`src/rtl/piso8_mux_ctrl_pkg.sv`:
```
// Shared definitions for the 8-bit parallel-in/serial-out controller that scans an external 8:1 mux.
package piso8_mux_ctrl_pkg;
  localparam int IDX_W  = 3;
  localparam int NUM_IN = 8;
  localparam logic [IDX_W-1:0] IDX_LO = 3'd0;
  localparam logic [IDX_W-1:0] IDX_HI = 3'd7;

  typedef enum logic [1:0] {
    ST_IDLE  = 2'd0,
    ST_SHIFT = 2'd1,
    ST_DRAIN = 2'd2
  } state_t;

  function automatic logic [IDX_W-1:0] first_idx(input logic msb_first);
    return msb_first ? IDX_HI : IDX_LO;
  endfunction

  function automatic logic [IDX_W-1:0] last_idx(input logic msb_first);
    return msb_first ? IDX_LO : IDX_HI;
  endfunction
endpackage

```
`src/rtl/piso8_mux_ctrl_idx.sv`:
```
// 3-bit up/down scan index counter with synchronous load and count enable.
module scan_idx_ctr
  import piso8_mux_ctrl_pkg::*;
(
  input  logic             clk,
  input  logic             rst,
  input  logic             ld,
  input  logic [IDX_W-1:0] ld_val,
  input  logic             en,
  input  logic             up,
  output logic [IDX_W-1:0] idx
);
  logic [IDX_W-1:0] idx_q, idx_d;

  always_comb begin
    idx_d = idx_q;
    if (ld)      idx_d = ld_val;
    else if (en) idx_d = up ? idx_q + 3'd1 : idx_q - 3'd1;
  end

  always_ff @(posedge clk or posedge rst) begin
    if (rst) idx_q <= '0;
    else     idx_q <= idx_d;
  end

  assign idx = idx_q;
endmodule

```
`src/rtl/piso8_mux_ctrl.sv`:
```
// Captures a parallel byte onto mux inputs a..h, walks the mux selects and registers y as a
// valid/ready serial stream, pulsing frame_done when the eighth bit is taken.
module piso8_mux_ctrl
  import piso8_mux_ctrl_pkg::*;
#(
  parameter bit MSB_FIRST = 1'b0
) (
  input  logic              clk,
  input  logic              rst,
  input  logic              load_valid,
  input  logic [NUM_IN-1:0] din,
  output logic              load_ready,
  output logic              a,
  output logic              b,
  output logic              c,
  output logic              d,
  output logic              e,
  output logic              f,
  output logic              g,
  output logic              h,
  output logic              s,
  output logic              s1,
  output logic              s2,
  input  logic              y,
  output logic              ser_out,
  output logic              ser_valid,
  output logic              ser_last,
  input  logic              out_ready,
  output logic              frame_done,
  output logic              busy
);
  localparam logic [IDX_W-1:0] FIRST = first_idx(MSB_FIRST);
  localparam logic [IDX_W-1:0] LAST  = last_idx(MSB_FIRST);

  state_t            state_q, state_d;
  logic [NUM_IN-1:0] data_q, data_d;
  logic              ser_out_q, ser_out_d;
  logic              ser_valid_q, ser_valid_d;
  logic              ser_last_q, ser_last_d;
  logic              frame_done_q, frame_done_d;
  logic              load_ready_q, load_ready_d;
  logic              idx_ld, idx_en;
  logic [IDX_W-1:0]  idx;

  scan_idx_ctr u_idx (
    .clk    (clk),
    .rst    (rst),
    .ld     (idx_ld),
    .ld_val (FIRST),
    .en     (idx_en),
    .up     (~MSB_FIRST),
    .idx    (idx)
  );

  always_comb begin
    state_d      = state_q;
    data_d       = data_q;
    ser_out_d    = ser_out_q;
    ser_valid_d  = ser_valid_q;
    ser_last_d   = ser_last_q;
    frame_done_d = 1'b0;
    idx_ld       = 1'b0;
    idx_en       = 1'b0;
    unique case (state_q)
      ST_IDLE: begin
        if (load_valid && load_ready_q) begin
          data_d  = din;
          idx_ld  = 1'b1;
          state_d = ST_SHIFT;
        end
      end
      ST_SHIFT: begin
        // y reflects the select registered last cycle, so each step samples the current index.
        if (!ser_valid_q || out_ready) begin
          ser_out_d   = y;
          ser_valid_d = 1'b1;
          ser_last_d  = (idx == LAST);
          if (idx == LAST) state_d = ST_DRAIN;
          else             idx_en  = 1'b1;
        end
      end
      ST_DRAIN: begin
        if (ser_valid_q && out_ready) begin
          ser_valid_d = 1'b0;
          if (ser_last_q) begin
            ser_last_d   = 1'b0;
            frame_done_d = 1'b1;
            state_d      = ST_IDLE;
          end
        end
      end
      default: state_d = ST_IDLE;
    endcase
    // Ready only after a full cycle in IDLE, which keeps the frame_done cycle closed to loads.
    load_ready_d = (state_q == ST_IDLE) && (state_d == ST_IDLE);
  end

  always_ff @(posedge clk or posedge rst) begin
    if (rst) begin
      state_q      <= ST_IDLE;
      data_q       <= '0;
      ser_out_q    <= 1'b0;
      ser_valid_q  <= 1'b0;
      ser_last_q   <= 1'b0;
      frame_done_q <= 1'b0;
      load_ready_q <= 1'b0;
    end else begin
      state_q      <= state_d;
      data_q       <= data_d;
      ser_out_q    <= ser_out_d;
      ser_valid_q  <= ser_valid_d;
      ser_last_q   <= ser_last_d;
      frame_done_q <= frame_done_d;
      load_ready_q <= load_ready_d;
    end
  end

  assign {h, g, f, e, d, c, b, a} = data_q;
  assign {s, s1, s2} = idx;
  assign ser_out     = ser_out_q;
  assign ser_valid   = ser_valid_q;
  assign ser_last    = ser_last_q;
  assign frame_done  = frame_done_q;
  assign load_ready  = load_ready_q;
  assign busy        = (state_q != ST_IDLE);
endmodule
```
`config.mk`:
```
export PLATFORM = sky130hd
export DESIGN_NAME = piso8_mux_ctrl
export DESIGN_NICKNAME = d
export VERILOG_FILES = /design/src/rtl/piso8_mux_ctrl_pkg.sv /design/src/rtl/piso8_mux_ctrl_idx.sv /design/src/rtl/piso8_mux_ctrl.sv
export SDC_FILE = /design/constraint.sdc
export NUM_CORES = 1
export LEC_CHECK = 0
export CAP_MARGIN = 0
export CORE_MARGIN = 4
export CORE_UTILIZATION = 40
export CTS_CLUSTER_SIZE = 30
export DETAILED_ROUTE_END_ITERATION = 10
export PLACE_DENSITY = 0.7
export SKIP_LAST_GASP = 1
export SYNTH_ARGS = -nofsm -noshare
export SYNTH_HDL_FRONTEND = slang
export SYNTH_SLANG_ARGS = --single-unit
export TNS_END_PERCENT = 10
```
`constraint.sdc`:
```
create_clock -name clk -period 1.8 [get_ports clk]
set_input_delay 0.45 -clock clk [delete_from_list [all_inputs] [get_ports clk]]
set_output_delay 0.45 -clock clk [all_outputs]
set_load 0.02 [all_outputs]
```
==> results of run 1 <==
cells in the mapped netlist:
cell type  instances
nand2b_1           3
a21boi_0           1
nand3_1            2
buf_6              2
nor4bb_4           1
o32ai_1            1
mux2_4             8
nor3_1             1
a21oi_1            4
dfrtp_1           18
o22a_2             1
and2b_1            1
mux2i_1            1
or2_2              2
nor2_1             2
mux2_2             3
inv_1              2
nand2_1            2
ha_1               2
nor2b_1            2
nand4_1            1
nor3_4             1
cell type report:
| cell class | count | share of cell area (%) |
|---|---|---|
| timing repair buffer | 37 | 29.0 |
| sequential | 18 | 35.9 |
| inverter | 2 | 0.598 |
| clock buffer | 4 | 2.89 |
| tap | 27 | 2.69 |
| multi-input combinational | 39 | 29.0 |
worst paths after layout:
kind,to,slack [ps],cells past startpoint
hold reg to reg,load_ready,490,1
min in group clk,load_ready,490,1
max in group asynchronous,data_q[3],1160,3
setup / recovery,s2,30,1
setup reg to reg,u_idx.idx[1],190,4
hold / removal,data_q[2],460,3
where the power goes:
group	switching, uW	total, uW	leakage (uW)	internal (uW)
clock network	120	243	0.0000210	123
logic	518	1170	0.000318	650
registers	109	690	0.000216	581
total	747	2100	0.000555	1350
routing by layer:
metal / GRT usage [%] / wire (um)
met1: 17.3 / 720
met2: 22.6 / 887
met3: 4.71 / 115
met4: 5.11 / 7
met5: 0 / 0
flip-flops by register name, summed over array words and instances (netlist names):
name	cells
ser_last	1
ser_out	1
load_ready	1
state_q	2
data_q	8
frame_done	1
u_idx.idx	3
ser_valid	1
through the flow:
stage	util, %	setup WS [ps]	instances
global route	63.4	-20.0	127
floorplan	-	188	61
CTS	63.3	-19.3	127
finish	63.4	32.4	127
global placement	61.5	-59.9	123
detailed placement	61.5	-120	123
cell families (layout without fill, tap and decap cells):
logic type / count (synthesis) / count (layout) / synth area share, %
and+or+nand+nor: 18 / 18 / 15.3
AOI/OAI and AO/OA: 7 / 7 / 5.48
muxes: 12 / 12 / 19.4
buffers and inverters: 4 / 43 / 3.56
adders and majority gates: 2 / 2 / 2.96
DFF: 18 / 18 / 53.3
==> impl_metrics.tcl, run 1 <==
set metrics [dict create \
    worst_slew_pin_slew_ps 308 \
    antenna_found_initial 0 \
    cp_slowest_stage_delay_ps 630 \
    cp.required_ps 1350 \
    detailedPlacementHpwl_mm 1.34 \
    cts_buffers 3 \
    layout_commonest_cell "clkdlybuf4s50_1" \
    regArea_um2 450 \
    overflow 0 \
    status "complete, no violations" \
    fin_setup_tns_ps 0 \
    worst_path_max_delay_cell "clkdlybuf4s50_1" \
    crit_start "u_idx.idx[0]" \
    fin_nets 116 \
    core_um2 1980 \
    cp-end-kind "primary output" \
    avgViaCountPerCell 4.77 \
    diodes 0 \
    rsz0062_at_grt "yes" \
    finalHoldViolCount 0 \
    wl_per_cell_um 13.6 \
    die-area_um2 2910 \
    io_pins 30 \
    ant_nets 0 \
    drt-pass1-iter-count 4 \
    period_share_pct 98.2 \
    wirelength_mm 1.73 \
    port_buffers 29 \
    crit_family "buffers and inverters" \
    placed_area_um2 1220 \
    netlist_area_um2 845 \
    startpoint_type "register" \
    ys_warn_count 0 \
    cts_tree "done" \
    syn_nets 76 \
    arrival_ps 1320 \
    route.vias.total 606 \
    start_util_pct 42.6 \
    yosys.cell_types.count 22 \
    seq_area_frac_synth_pct 53.3 \
    cts_hold_buf 0 \
    area_delta_synth_final_pct 48.7 \
    grt_pass1_vias 638 \
    fillers 160 \
    gp_congestion 0.674 \
    multi_input_area_um2 364 \
    initialDrtViolationCount 9 \
    synthCells 61 \
    yosys.area.top_type "dfrtp_1" \
    drc 0 \
    setup_violations 0 \
    finalClockSkew_ps 1.04 \
    cts_max_path_buffers 2 \
    fp.dieH_um 54.0 \
    gr-usage-all-layers_pct 14.0 \
    r2r-start "u_idx.idx[0]" \
    hold_slack_ps 460 \
    grt_pass1_wl_mm 2.86 \
    cp_max_fo 4 \
    critPathKind "reg2out" \
    cts_setup_buffers 0 \
    crit_chain "clkdlybuf4s50_1" \
    cts_max_level 1 \
    most-common-layout-cells "clkdlybuf4s50_1 (27), dfrtp_1 (18), mux2_4 (8)" \
    p_per_area_nw_per_um2 1670 \
    design_power_total_uw 2100 \
    layout-drive-gt1-share_pct 28.0 \
    synth.area.top_cells "dfrtp_1 (53%), mux2_4 (14%), mux2_2 (4.0%)" \
    hp-class "in2async" \
    fmax_ghz 0.566 \
    drv_cap 0 \
    grt_max_degree 19 \
    p_leak_uw 0.000555 \
    max_slew_margin_pct 79.4 \
    final_design_area_no_fill_um2 1260 \
    avgSynthCellArea_um2 13.8 \
    root_buffer "clkbuf_4" \
    clock-sinks 18 \
    cts_resized 1 \
    synth-seq-cells 18 \
    min_period_ps 1770 \
    slew_viol_final 0 \
    ir_drop_mv 0.872 \
    fp-row-count 16 \
    clock_latency_ps 280 \
    path_buf_inv 1 \
    clk_pin_slew_ps 100 \
    die_x_um 54.0 \
    synth_top_area_share_pct 53.3 \
]
No activity file was read; power rests on OpenSTA's default activity.
==> inputs of run 2 (changes only) <==
- CORE_UTILIZATION: 40 -> 43
- PLACE_DENSITY: 0.7 -> 0.74
==> run 2 against run 1 <==
The flow now finishes with violations (setup timing); clock skew rose by 2.2 ps; first-iteration DRC count rose by 33%; fmax fell by 2.4%; design area fell by 1.4%; clock power rose by 4%; critical path depth did not move; die area fell by 6.0%; sequential cell count did not move; final cell count fell by 3.1%; highest routed layer unchanged.
==> impl_metrics.tcl, run 2 (same netlist as run 1, synthesis figures left out) <==
set metrics [dict create \
    post-route-util_pct 68.8 \
    ant_nets 0 \
    cts_max_level 1 \
    r2r_cells 4 \
    drt-met1-wl_um 831 \
    status "complete, but fails checks" \
    internal-power_uw 1340 \
    reg2reg_slack_ps 200 \
    cts_max_path_buffers 2 \
    area_delta_synth_final_pct 46.7 \
    die_x_um 52.3 \
    clk_pin_slew_ps 110 \
    r2r-start "u_idx.idx[0]" \
    die-area_um2 2740 \
    crit_family "buffers and inverters" \
    grt_max_degree 19 \
    gp_congestion 0.697 \
    grt_pass1_wl_mm 3.07 \
    clock_latency_ps 290 \
    wl_per_cell_um 15.1 \
    p_per_area_nw_per_um2 1700 \
    core_um2 1800 \
    layout_commonest_cell "clkdlybuf4s50_1" \
    hp-class "in2async" \
    ir_drop_mv 0.921 \
    overflow 0 \
    cts_resized 1 \
    path_buf_inv 1 \
    layout-drive-gt1-share_pct 26.5 \
    finalHoldViolCount 0 \
    top_layer_used "met4" \
    fmax_ghz 0.552 \
    largest-register "data_q" \
    cts_setup_buffers 0 \
    root_buffer "clkbuf_4" \
    most-common-layout-cells "clkdlybuf4s50_1 (27), dfrtp_1 (18), mux2_4 (8)" \
    setup_violations 1 \
    io_pins 30 \
    hold_slack_ps 460 \
    fp-row-count 15 \
    worst_slew_pin_slew_ps 302 \
    fin_nets 114 \
    period_share_pct 101 \
    fp.dieH_um 52.3 \
    cts_tree "done" \
    combPwrFrac_pct 54.5 \
    critPathKind "reg2out" \
    p_leak_uw 0.000534 \
    violations "setup timing" \
    cts_buffers 3 \
    drt-pass1-iter-count 3 \
    cp-end-kind "primary output" \
    worst_path_max_delay_cell "clkdlybuf4s50_1" \
    largest_register_ffs 8 \
    pre_cts_ws_ps -92.4 \
    drv_cap 0 \
    diodes 0 \
    p_clk_share_pct 11.9 \
    max_slew_margin_pct 79.9 \
    cp_slowest_stage_delay_ps 630 \
    design_power_total_uw 2110 \
    crit_start "ser_last" \
    gr-usage-all-layers_pct 15.4 \
    antenna_found_initial 0 \
    slew_viol_final 0 \
    port_buffers 29 \
    cp.required_ps 1350 \
    arrival_ps 1360 \
    crit_chain "clkdlybuf4s50_1" \
    p_sw_share_pct 36.4 \
    drc 0 \
    startpoint_type "register" \
    worstReg2RegEnd "u_idx.idx[2]" \
    min_period_ps 1810 \
    cts_hold_buf 0 \
    rsz0062_at_grt "yes" \
    finalWorstSetupSlack_ps -11.7 \
    initialDrtViolationCount 12 \
    avgViaCountPerCell 4.96 \
    clock-sinks 18 \
    grt_pass1_vias 681 \
    seqPwrFrac_pct 33.5 \
    finalClockSkew_ps 3.25 \
    wirelength_mm 1.86 \
    switchingPower_uw 769 \
    dr_wl_met2_um 946 \
    detailedPlacementHpwl_mm 1.36 \
    dr_wl_met3_um 67 \
    route.vias.total 610 \
    cp_max_fo 5 \
    start_util_pct 46.9 \
]
[run 2: cell types whose count changed in the layout (fill, tap and decap cells not counted)]
cell	delta
buf_4	-2
[run 2: per-stage QoR]
stage          TNS [ps]  cell area [um^2]  cells
3_5_place_dp       -573              1200    119
6_report          -11.7              1240    123
5_1_grt            -164              1240    123
2_1_floorplan         0               845     61
3_3_place_gp       -244              1200    119
4_1_cts            -101              1240    123
[run 2: worst max-delay path by stage]
| stage | to | cells after the start |
|---|---|---|
| 2_1_floorplan | u_idx.idx[1] | 4 |
| 3_3_place_gp | u_idx.idx[1] | 4 |
| 3_5_place_dp | u_idx.idx[2] | 4 |
| 4_1_cts | ser_valid | 1 |
| 5_1_grt | ser_last | 1 |
| 6_report | ser_last | 1 |
[run 2: power groups by stage]
stage	sequential [uW]	combinational (uW)	clock, uW
detailed placement	711	1160	0
CTS	707	1160	253
global placement	697	1140	0
global route	731	1230	281
finish	708	1150	252
floorplan	908	454	0
[run 2: layout make-up]
type / count / area (um^2)
clock buffer: 4 / 36.3
fill: 138 / 563
inverter: 2 / 7.51
multi-input combinational: 39 / 364
sequential: 18 / 450
tap: 25 / 31.3
timing repair buffer: 35 / 349
[run 2: layer usage]
metal	up-vias	global-route usage [%]
li1	285	-
met1	310	20.4
met2	13	25.0
met3	2	2.85
met4	0	5.11
met5	-	0
[run 2: worst min-delay path, delay by kind of cell]
family   cells  cell delay (ps)
buf+inv      3              680
